**src/rtl/jt6295_adpcm_dec.sv**
```systemverilog
// jt6295_adpcm_dec: time-multiplexed 4-channel OKI ADPCM decoder with attenuation and mixing
// The channel state ring rotates every cen4 so the head always belongs to the current slot.
module jt6295_adpcm_dec (
    input  logic               clk,
    input  logic               rst_n,
    input  logic               cen4,
    input  logic               zero,
    input  logic               pipe_en,
    input  logic [3:0]         pipe_att,
    input  logic [3:0]         pipe_data,
    output logic signed [13:0] sound,
    output logic               sample
);
    localparam logic [10:0] STEP [49] = '{
        11'd16, 11'd17, 11'd19, 11'd21, 11'd23, 11'd25, 11'd28, 11'd31, 11'd34, 11'd37,
        11'd41, 11'd45, 11'd50, 11'd55, 11'd60, 11'd66, 11'd73, 11'd80, 11'd88, 11'd97,
        11'd107, 11'd118, 11'd130, 11'd143, 11'd157, 11'd173, 11'd190, 11'd209, 11'd230, 11'd253,
        11'd279, 11'd307, 11'd337, 11'd371, 11'd408, 11'd449, 11'd494, 11'd544, 11'd598, 11'd658,
        11'd724, 11'd796, 11'd876, 11'd963, 11'd1060, 11'd1166, 11'd1282, 11'd1411, 11'd1552};
    localparam logic [5:0] GAIN [16] = '{
        6'd32, 6'd23, 6'd16, 6'd11, 6'd8, 6'd6, 6'd4, 6'd3, 6'd2,
        6'd0, 6'd0, 6'd0, 6'd0, 6'd0, 6'd0, 6'd0};

    logic signed [11:0] sig_r [4];
    logic        [5:0]  idx_r [4];
    logic signed [12:0] creg;
    logic signed [13:0] acc;
    logic        [14:0] prod;
    logic signed [13:0] sext, dx, sum;
    logic        [7:0]  adj, ix;
    logic signed [11:0] sig_n;
    logic        [5:0]  idx_n;
    logic signed [18:0] sig_x, gain_x, att_p;
    logic signed [12:0] contrib;
    logic signed [13:0] mix;

    always_comb begin
        prod    = 15'({pipe_data[2:0], 1'b1}) * 15'(STEP[idx_r[0]]);
        sext    = {{2{sig_r[0][11]}}, sig_r[0]};
        dx      = {2'b0, prod[14:3]};
        sum     = pipe_data[3] ? sext - dx : sext + dx;
        adj     = pipe_data[2] ? {4'b0, 3'(pipe_data[1:0]) + 3'd1, 1'b0} : 8'hFF;
        ix      = {2'b0, idx_r[0]} + adj;
        sig_n   = !pipe_en ? 12'sd0 : sum > 14'sd2047 ? 12'sh7FF : sum < -14'sd2048 ? 12'sh800 : sum[11:0];
        idx_n   = !pipe_en ? 6'd0 : ix[7] ? 6'd0 : ix > 8'd48 ? 6'd48 : ix[5:0];
        sig_x   = {{7{sig_n[11]}}, sig_n};
        gain_x  = {13'b0, GAIN[pipe_att]};
        att_p   = sig_x * gain_x;
        contrib = att_p[17:5];
        mix     = acc + {creg[12], creg};
    end

    always_ff @(posedge clk or negedge rst_n) begin
        if (!rst_n) begin
            for (int i = 0; i < 4; i++) begin
                sig_r[i] <= '0;
                idx_r[i] <= '0;
            end
            creg   <= '0;
            acc    <= '0;
            sound  <= '0;
            sample <= 1'b0;
        end else begin
            sample <= cen4 & zero;
            if (cen4) begin
                for (int i = 0; i < 3; i++) begin
                    sig_r[i] <= sig_r[i+1];
                    idx_r[i] <= idx_r[i+1];
                end
                sig_r[3] <= sig_n;
                idx_r[3] <= idx_n;
                creg     <= contrib;
                acc      <= zero ? 14'sd0 : mix;
                if (zero)
                    sound <= mix;
            end
        end
    end
endmodule

```
**config.mk**
```make
export PLATFORM = sky130hd
export DESIGN_NAME = jt6295_adpcm_dec
export DESIGN_NICKNAME = d
export VERILOG_FILES = /design/src/rtl/jt6295_adpcm_dec.sv
export SDC_FILE = /design/constraint.sdc
export NUM_CORES = 1
export LEC_CHECK = 0
export ABC_CLOCK_PERIOD_IN_PS = 10990
export CELL_PAD_IN_SITES_DETAIL_PLACEMENT = 0
export CELL_PAD_IN_SITES_GLOBAL_PLACEMENT = 2
export CORE_AREA = 2 2 141 211
export CTS_BUF_LIST = sky130_fd_sc_hd__clkbuf_4
export DETAILED_ROUTE_END_ITERATION = 10
export DIE_AREA = 0 0 143 213
export GPL_ROUTABILITY_DRIVEN = 0
export GPL_TIMING_DRIVEN = 0
export HOLD_SLACK_MARGIN = 0.06
export PLACE_DENSITY_LB_ADDON = 0.2
export SLEW_MARGIN = 15
export SYNTH_ARGS = -nofsm -noshare
export SYNTH_HDL_FRONTEND = slang
export SYNTH_SLANG_ARGS = --single-unit
```
**constraint.sdc**
```tcl
create_clock -name clk -period 10.99 [get_ports clk]
set_clock_uncertainty 0.2 [all_clocks]
set_input_delay 2.7475 -clock clk [delete_from_list [all_inputs] [get_ports clk]]
set_output_delay 2.7475 -clock clk [all_outputs]
set_load 0.1 [all_outputs]
```
==> results.md <==
* Status: finished with violations
* Violated checks: setup timing
* Area growth syn-to-layout at 23.2%
* Cell Area, Placed at 0.0118 sq mm
* Minimum clock period at 12.16 ns
* Initial core utilization at 0.374
* RSZ-0062 raised after global routing: yes
* Max_cap viols at 0
* Sequential area share after synthesis at 0.267
* Layout cells sized above 1 at 0.232
* WP data arrival at between 10 and 15 ns
* Post-DRT Antenna Nets at 0
* Critical Path RT at approximately 11 ns
* Clock Pin Slew Worst Setup and Hold Paths at approximately 0.10 ns
* CTS buffer count at 17
* Cell count after synthesis at ~1200
* Post-synth EDFFs at 0
* Final setup violating endpoints at 13
* Hpwl dp at ~22000 um
* Rows at 76
* Clk sinks at roughly 110
* Mapped Avg Cell Area at between 9 and 10 sq um
* Vias in the first global route at 9169
* Final Util at 0.461
* # nets final at between 1000 and 1500
* Largest net degree at the start of global routing at between 80 and 90
* Core area at between 0.02 and 0.03 sq mm
* Hold WC Path Type: flip-flop to flip-flop
* Area of the mapped netlist at between 0.01 and 0.015 sq mm
* Initial drt markers at roughly 270
* Fin area at approximately 0.013 sq mm
* Crit share post-route at 1.11
* GR Overflow Total at 0
* Worst Tran Pin Value at about 0.97 ns
* Async S/R FF share, synth at 1.00
* Worst-skew pair later-pin latency at about 0.57 ns
* Net Count, Synth at 1350
* Hold Vio Cnt, Final at 0
* CP endpoint kind: flip-flop
* Seq. cell area at between 0.002 and 0.003 sq mm
* Slew Limit Fails at 0
* Drt wl/cell at approximately 17 um
* H-tree levels at 4
* Total number of vias at roughly 8700
* Yosys Warn Count at 0
* Global Route Usage Sum at 0.200
* Port bufs at 24
* Most used flip-flop cell after synthesis: dfrtp_1
* Clock root buffer: clkbuf_4
* Commonest non-fill, non-tap cells in the layout: 112 x dfrtp_1, 111 x inv_1, 104 x nor2_1, 81 x ha_1, 73 x nand2_1
* Yosys reg bits at 114
* CP Max Fanout at 5
* Slew headroom at 0.352
* Initial antenna violation count at 1
* Vias per cell at about 5.1
* FILL cells at roughly 2900
* Die height at about 210 um
* Max incr delay on CP at around 0.57 ns
* TritonRoute pass-1 iters at 4
* Critical path's slowest cell: or4b_4
* Yosys cell types at 77
* Clock buffer depth at 2
* TritonCTS clock tree: done
* CP Launch Type: input pin
* Area taken by multi-input logic gates at between 0.007 and 0.008 sq mm
* First-pass GRT wire length at around 47000 um
* Fmax at 82.2 MHz
* Commonest non-fill, non-tap cell in the layout: dfrtp_1
* Die area at approximately 0.030 sq mm
* DRC violation count after routing at 0
* Crit Path Class: input pin to flip-flop
* Setup WS post-layout at -1.17 ns
* IO Count at 28
* Post-detailed-routing wire length at between 20000 and 30000 um
* Die width at ~140 um
## state kept, by name (all words and copies together) (netlist names)
name,cells
acc,14
creg,13
idx_r,24
sample,1
sext,12
sig_r,36
sound,14
## critical path, delay by kind of cell
kind | cells | cell delay, ns
AND/OR/NAND/NOR | 14 | 2.56
adder cells (fa/ha/maj) | 9 | 3.35
buffers and inverters | 6 | 0.63
XOR/XNOR | 3 | 0.43
AO/OA/AOI/OAI | 14 | 2.69
## what timing repair did
item                                    CTS  global route
pin swaps                                51            65
hold buffers                              0             0
gates resized for setup                  77            57
cloned                                    1             0
endpoints found under the setup margin   13            13
buffers inserted                         40            29
## final timing paths
kind,start,to,slack (ns),depth (start not counted)
setup reg to reg,idx_r[19]$_DFFE_PN0P_,creg[9]$_DFFE_PN0P_,-1.02,52
hold / removal,sound[4]$_DFFE_PN0P_,sound[4]$_DFFE_PN0P_,0.29,2
max in group asynchronous,rst_n,idx_r[18]$_DFFE_PN0P_,7.99,2
min in group asynchronous,rst_n,sig_r[10]$_DFFE_PN0P_,1.86,1
setup / recovery,pipe_data[1],creg[9]$_DFFE_PN0P_,-1.17,46
hold reg to reg,sound[4]$_DFFE_PN0P_,sound[4]$_DFFE_PN0P_,0.29,2
## through the flow
step	setup TNS [ns]	setup slack, ns	std cells	hold WS, ns
2_1_floorplan	-9.47	-1.00	1172	0.248
3_3_place_gp	-35.26	-3.03	1586	0.262
3_5_place_dp	-35.27	-3.05	1587	0.269
4_1_cts	-9.85	-0.992	1660	0.298
5_1_grt	-16.48	-1.54	1690	0.322
6_report	-11.92	-1.17	1690	0.294
## routing by layer
layer	GRT usage	wire (um)
met5	0	0
met4	0.0543	478
met3	0.0244	393
met2	0.394	16500
met1	0.222	11500
## logic make-up after synthesis
group,after synthesis,synth area share
buf+inv,165,0.0594
mux,64,0.0686
xor+xnor,59,0.0483
compound gates,272,0.165
simple gates,333,0.151
fa+ha+maj,165,0.241
flops,114,0.267
## synth_stat cells (3+ instances only)
cell type | instances | area, sq um
clkbuf_1 | 27 | 101
o21a_1 | 13 | 97.6
o21bai_1 | 12 | 90.1
or2_2 | 7 | 43.8
xnor2_1 | 43 | 377
o41ai_1 | 3 | 26.3
nor3_1 | 20 | 100
a221oi_1 | 3 | 26.3
nor2b_1 | 12 | 75.1
nand2b_1 | 26 | 163
nor2_1 | 112 | 420
xor2_1 | 16 | 140
o221ai_1 | 3 | 26.3
mux2i_1 | 7 | 70.1
a21oi_1 | 86 | 430
mux2_2 | 55 | 619
and2_1 | 18 | 113
o22ai_1 | 7 | 43.8
a311oi_1 | 3 | 26.3
nand2_1 | 82 | 308
buf_1 | 6 | 22.5
o21ai_0 | 55 | 275
nand3b_1 | 7 | 52.6
inv_1 | 122 | 458
nand3_1 | 19 | 95.1
a21o_1 | 21 | 158
or3_1 | 3 | 18.8
o31a_1 | 3 | 26.3
and3_1 | 3 | 18.8
a211o_1 | 4 | 35.0
ha_1 | 96 | 1200
o2bb2ai_1 | 13 | 114
o31ai_1 | 4 | 30.0
nand4_1 | 4 | 25.0
a31oi_1 | 8 | 50.1
fa_1 | 69 | 1380
buf_2 | 4 | 20.0
clkinv_1 | 3 | 11.3
a211oi_1 | 14 | 105
dfrtp_1 | 114 | 2850
## final cells by class
class	count	share of cell area
antenna	1	0.000190
clock buffer	18	0.0103
clock inverter	14	0.0123
buffer	39	0.0172
timing repair buffer	95	0.0645
sequential	114	0.217
multi-input combinational	893	0.605
inverter	126	0.0369
tap	390	0.0370
Power is left out: the tool's default activity adds up to more than one toggle a clock period on the data nets, which glitch-free logic cannot reach.
==> RTL change 1 (same settings) <==
Make the reset (`rst_n`) synchronous in one clocked block.
--- a/src/rtl/jt6295_adpcm_dec.sv
+++ b/src/rtl/jt6295_adpcm_dec.sv
@@ -52,3 +52,3 @@
 
-    always_ff @(posedge clk or negedge rst_n) begin
+    always_ff @(posedge clk) begin
         if (!rst_n) begin
Formal check against the unedited RTL: differs if rst_n is asserted again (counterexample within 4 cycles, from zero or initial values and one cycle with rst_n low); with rst_n held inactive, the same outputs for 4 cycles.
==> RTL change 1 against the original RTL <==
The flow still finishes with violations (negative setup slack); sequential cell count is the same; setup slack worse by 410 ps; area after synthesis increased by 2.1%; synthesized cell count is 3.7% higher; design area rose by 0.50%; sequential share of layout area increased by 1.0 points; non-clock buffer count increased by 7; worst hold slack worse by 29 ps; wire length rose by 0.86%; critical path type unchanged; critical endpoint is now creg[12]; largest cell class unchanged; highest routed layer unchanged.
==> RTL change 1: results (changes against the original RTL) <==
| Metric | Value |
|---|---|
| Crit path launch | pipe_data[2] |
| Most used DFF post-synth | edfxtp_1 |
| Most area-consuming cells after synthesis | edfxtp_1 (20%), fa_1 (13%), ha_1 (11%) |
| Status | complete, but fails checks |
| Fillers | 2860 (-0.070%) |
| Worst vdd ir | 110 uV |
| Share of cells above drive strength 1 | 19.0% (-4.3 points) |
| Largest net degree at the start of global routing | 41 (-49%) |
| Pint | between 1 and 1.5 mW |
| Mapped Nets | 1393 (+3.2%) |
| First-pass GRT wire length | 46500 microns (-1.4%) |
| DP HPWL | 23200 microns (+5.3%) |
| Final setup vio count | 13 (unchanged) |
| Pre-antenna DRT Iters | 4 (unchanged) |
| Tot GR Track Use | 19.6% (-0.46 points) |
| Hold Crit Depth | 2 (unchanged) |
| Post-Place Cells | 1629 (+2.6%) |
| Post-synth EDFFs | 72 (+72) |
| Initial DRC Count | 303 (+13%) |
| Place WS | -3470 ps (-425 ps) |
| Clk root buf | clkbuf_4 |
| Longest Clk Path Bufs | 2 (unchanged) |
| Skew-Pair Late Insertion Delay | 500 ps (-70 ps) |
| Sequential area share after synthesis | 27.5% (+0.82 points) |
| Post-Synthesis Cells | 1215 (+3.7%) |
| Clk slew on worst S/H paths | 110 ps |
| Setup ws final | -1580 ps (-408 ps) |
| Number of global-route vias before repair | 9314 (+1.6%) |
| Cell variety after synth | 87 (+13%) |
| Slew HR | 35.4% (+0.19 points) |
| Commonest cells in the synthesized netlist | inv_1 (128), nand2_1 (122), ha_1 (96), nor2_1 (82), edfxtp_1 (72) |
| Max stage delay cell, worst path | fa_1 |
| FFs w/ async S/R, synth | 0% (-100 points) |
| Worst R2R Setup Slack | -1200 ps (-180 ps) |
| Vias | 8857 (+2.0%) |
| Worst setup path endpoint | creg[12] |
| Nets@finish | 1503 (+2.7%) |
| Failing checks | negative setup slack |
| Final WL | 29200 microns (+0.86%) |
| TritonCTS buffer count | 17 (unchanged) |
| Crit path DAT | 12740 ps (+300 ps) |
| I/O Buffers | 23 (-4.2%) |
| CP max FO | 7 (+2) |
| H-tree lvl count | 4 (unchanged) |
| R2R cell count | 52 (unchanged) |
| Antenna violations before repair | 1 (unchanged) |
| Critical R2R Launch | idx_r[0][2] |
| Min-delay worst type | flip-flop to flip-flop |
| WL/cell | 16.9 microns (-1.4%) |
| Largest regs | sig_r (48), idx_r (24) |
## RTL change 1: changes by cell type in the layout (fill, tap and decap cells not counted), moves of 13 or more
cell	change
o21ai_0	-19
clkbuf_1	+15
o21ai_1	+16
a21oi_1	-15
and3_1	+58
dfrtp_1	-112
dfxtp_1	+42
nor2_1	-29
edfxtp_1	+72
and2_1	+13
nand2_1	+35
mux2_2	-51
## RTL change 1: layout make-up
cell class              count  area share [%]
diodes                      1          0.0189
well taps                 390            3.68
repair buffers             91            5.88
multi-input cells         923            59.8
plain buffers              50            2.06
clock inverters            15            1.19
inverters                 128            3.77
flip-flops and latches    114            22.7
clock buffers              17           0.963
## RTL change 1: how the worst min path moves through the flow
| stage | end | startpoint | slack (ps) |
|---|---|---|---|
| 2_1_floorplan | acc[2] | acc[2] | 230 |
| 3_3_place_gp | creg[6] | creg[6] | 250 |
| 3_5_place_dp | sound[6] | sound[6] | 260 |
| 4_1_cts | creg[3] | creg[3] | 270 |
| 5_1_grt | creg[3] | creg[3] | 290 |
| 6_report | creg[6] | creg[6] | 260 |
## RTL change 1: kinds of logic after synthesis
group,synth area share [%]
and+or+nand+nor,19.6
DFF,27.5
buffers and inverters,6.42
AOI/OAI and AO/OA,16.7
muxes,0.950
xor gates and xnor gates,5.22
adders and majority gates,23.6
## RTL change 1: power groups by stage
stage	sequential (mW)	combinational (mW)	clock, mW
finish	0.525	1.70	0.309
global route	0.530	1.87	0.335
CTS	0.528	1.54	0.317
detailed placement	0.538	1.38	0
global placement	0.537	1.37	0
floorplan	0.556	1.01	0
## RTL change 1: timing repair
action	in CTS	in global routing
resized for setup	82	73
setup buffers	41	26
endpoints found under the setup margin	13	13
hold buffers	0	0
pin swaps	52	62
gates cloned	0	1
## RTL change 1: worst max-delay path, delay by kind of cell
family / cells / cell delay [ps]
simple gates: 9 / 1480
buf+inv: 9 / 960
compound gates: 17 / 3170
xor+xnor: 3 / 600
fa+ha+maj: 9 / 3750
## RTL change 1: routing by layer
layer	vias up	track usage (%)	share of wire [%]
met1	4318	20.1	37
met5	-	0	0
met4	0	6.01	2.7
met2	77	40.3	59
met3	38	2.02	1.3
li1	4424	-	-
## RTL change 1: through the flow
step / TNS [ps] / util, % / cell area [sq um] / hold WS [ps]
global route: -21000 / 46.3 / 13200 / 287
detailed placement: -40870 / 41.5 / 11900 / 260
finish: -16760 / 46.3 / 13200 / 265
floorplan: -13720 / - / 11100 / 229
CTS: -17690 / 44.5 / 12700 / 274
global placement: -41020 / 41.4 / 11900 / 253
==> RTL change 2 (same settings) <==
Made on the original files. Remove the register `sample`: a continuous assignment takes its place, so the output `sample` follows one clock earlier.
--- a/src/rtl/jt6295_adpcm_dec.sv
+++ b/src/rtl/jt6295_adpcm_dec.sv
@@ -61,5 +61,3 @@
             sound  <= '0;
-            sample <= 1'b0;
         end else begin
-            sample <= cen4 & zero;
             if (cen4) begin
@@ -78,2 +76,4 @@
     end
+
+    assign sample = cen4 & zero;
 endmodule
Formal check against the unedited RTL: not equivalent (a bounded check fails within 4 cycles, from zero or initial values and one cycle with rst_n low).
==> RTL change 2 against the original RTL <==
The flow still finishes with violations (negative setup slack); die area stayed put; area after synthesis decreased by 0.23%; register-to-register slack improved by 170 ps; critical path type unchanged; core utilization is 0.13 points lower; via count is 0.26% higher; wire length increased by 0.31%; first-iteration DRC count up 0.37%; sequential cell count down 1; setup slack improved by 120 ps; design area down 0.28%.
Power is left out: the tool's default activity adds up to more than one toggle a clock period on the data nets, which glitch-free logic cannot reach.
==> RTL change 2: results (changes against the original RTL) <==
| Metric | Value |
|---|---|
| Status | complete, but fails checks |
| Failing checks | negative setup slack |
| Min-delay worst type | flip-flop to flip-flop |
| Sequential area share after synthesis | 26.5% (-0.17 points) |
| Initial DRC Count | 270 (+0.37%) |
| Setup ws final | -1050 ps (+123 ps) |
| Cell variety after synth | 77 (unchanged) |
| Share of cells above drive strength 1 | 24.1% (+0.87 points) |
| Skew-Pair Late Insertion Delay | 570 ps (about the same) |
| CP max FO | 4 (-1) |
| TritonCTS buffer count | 17 (unchanged) |
| Clk slew on worst S/H paths | 110 ps |
| Largest regs | sig_r (36), idx_r (24) |
| Crit-path leading delay family | adder cells |
| Clk root buf | clkbuf_4 |
| Place WS | -3060 ps (-18.4 ps) |
| Warnings, synthesis | 0 (unchanged) |
| Final setup vio count | 12 (-1) |
| Number of global-route vias before repair | 9112 (-0.62%) |
| FFs w/ async S/R, synth | 100% (unchanged) |
| Longest Clk Path Bufs | 2 (unchanged) |
| Nets@finish | 1463 (-0.068%) |
| H-tree lvl count | 4 (unchanged) |
| I/O Buffers | 24 (unchanged) |
| Via-to-Cell Ratio | 5.15 (+0.32%) |
| Max stage delay cell, worst path | fa_1 |
| Antenna violations before repair | 1 (unchanged) |
| Largest net degree at the start of global routing | 66 (-19%) |
| Crit path DAT | 12270 ps (-170 ps) |
| Number of remaining DRC errors | 0 (unchanged) |
| First-pass GRT wire length | 47100 microns (-0.15%) |
| Pre-antenna DRT Iters | 5 (+1) |
| DP HPWL | 22100 microns (+0.37%) |
| Most used DFF post-synth | dfrtp_1 |
| Slew HR | 35.3% (about the same) |
| Mapped Nets | 1349 (-0.074%) |
| Most area-consuming cells after synthesis | dfrtp_1 (26%), fa_1 (13%), ha_1 (11%) |
| Tot GR Track Use | 19.9% (-0.14 points) |
| Commonest cells in the synthesized netlist | inv_1 (122), dfrtp_1 (113), nor2_1 (112), ha_1 (96), a21oi_1 (86) |
| Fillers | 2865 (+0.10%) |
| CP max stage delay | 550 ps (-20 ps) |
| WL/cell | 17.2 microns (+0.37%) |
RTL change 2: changes by cell type in the layout (fill, tap and decap cells not counted), sizes merged:
| cell | change |
|---|---|
| dfrtp | -1 |
| inv | +2 |
| clkinv | +1 |
| clkinvlp | -2 |
| clkbuf | -1 |
RTL change 2: cell families after synthesis:
logic type / count (synthesis) / synth area share (%)
AOI/OAI and AO/OA: 272 / 16.5
DFF: 113 / 26.5
muxes: 64 / 6.88
and+or+nand+nor: 333 / 15.1
xor gates and xnor gates: 59 / 4.84
adders and majority gates: 165 / 24.2
buffers and inverters: 165 / 5.95
RTL change 2: metrics by stage:
step                setup TNS (ps)  hold WS, ps  cell area, sq um  std cells
floorplan                    -9470          248             11000       1171
global placement            -35520          262             11700       1585
detailed placement          -35690          266             11700       1586
CTS                         -10740          294             12800       1672
global route                -14810          311             13100       1689
finish                      -10130          294             13100       1689
RTL change 2: worst paths after layout:
path	slack [ps]	depth (start not counted)	end	startpoint
max	-1050	48	creg[10]	pipe_data[2]
max reg2reg	-850	54	creg[10]	idx_r[19]
min reg2reg	290	1	idx_r[5]	idx_r[5]
max in group asynchronous	7960	2	sig_r[7]	rst_n
min in group asynchronous	1900	1	sound[8]	rst_n
min	290	1	idx_r[5]	idx_r[5]
RTL change 2: routing by layer:
layer  GRT usage (%)  share of wire, %
met5               0                 0
met4            5.94               1.8
met3            2.24               1.3
met2            38.3                56
met1            22.6                40
RTL change 2: final cells by class:
| type | instances | area (sq um) | area share [%] |
|---|---|---|---|
| clock inverters | 15 | 180 | 1.37 |
| well taps | 390 | 488 | 3.71 |
| plain buffers | 38 | 208 | 1.58 |
| repair buffers | 96 | 861 | 6.55 |
| inverters | 126 | 482 | 3.66 |
| flip-flops and latches | 113 | 2830 | 21.5 |
| diodes | 1 | 2.50 | 0.0190 |
| multi-input cells | 893 | 7970 | 60.6 |
| clock buffers | 17 | 128 | 0.971 |
RTL change 2: timing repair:
action                                  4_1_cts  5_1_grt
resized for setup                            85       52
gates cloned                                  1        0
pin swaps                                    55       35
buffers inserted                             53       19
endpoints found under the setup margin       13       13
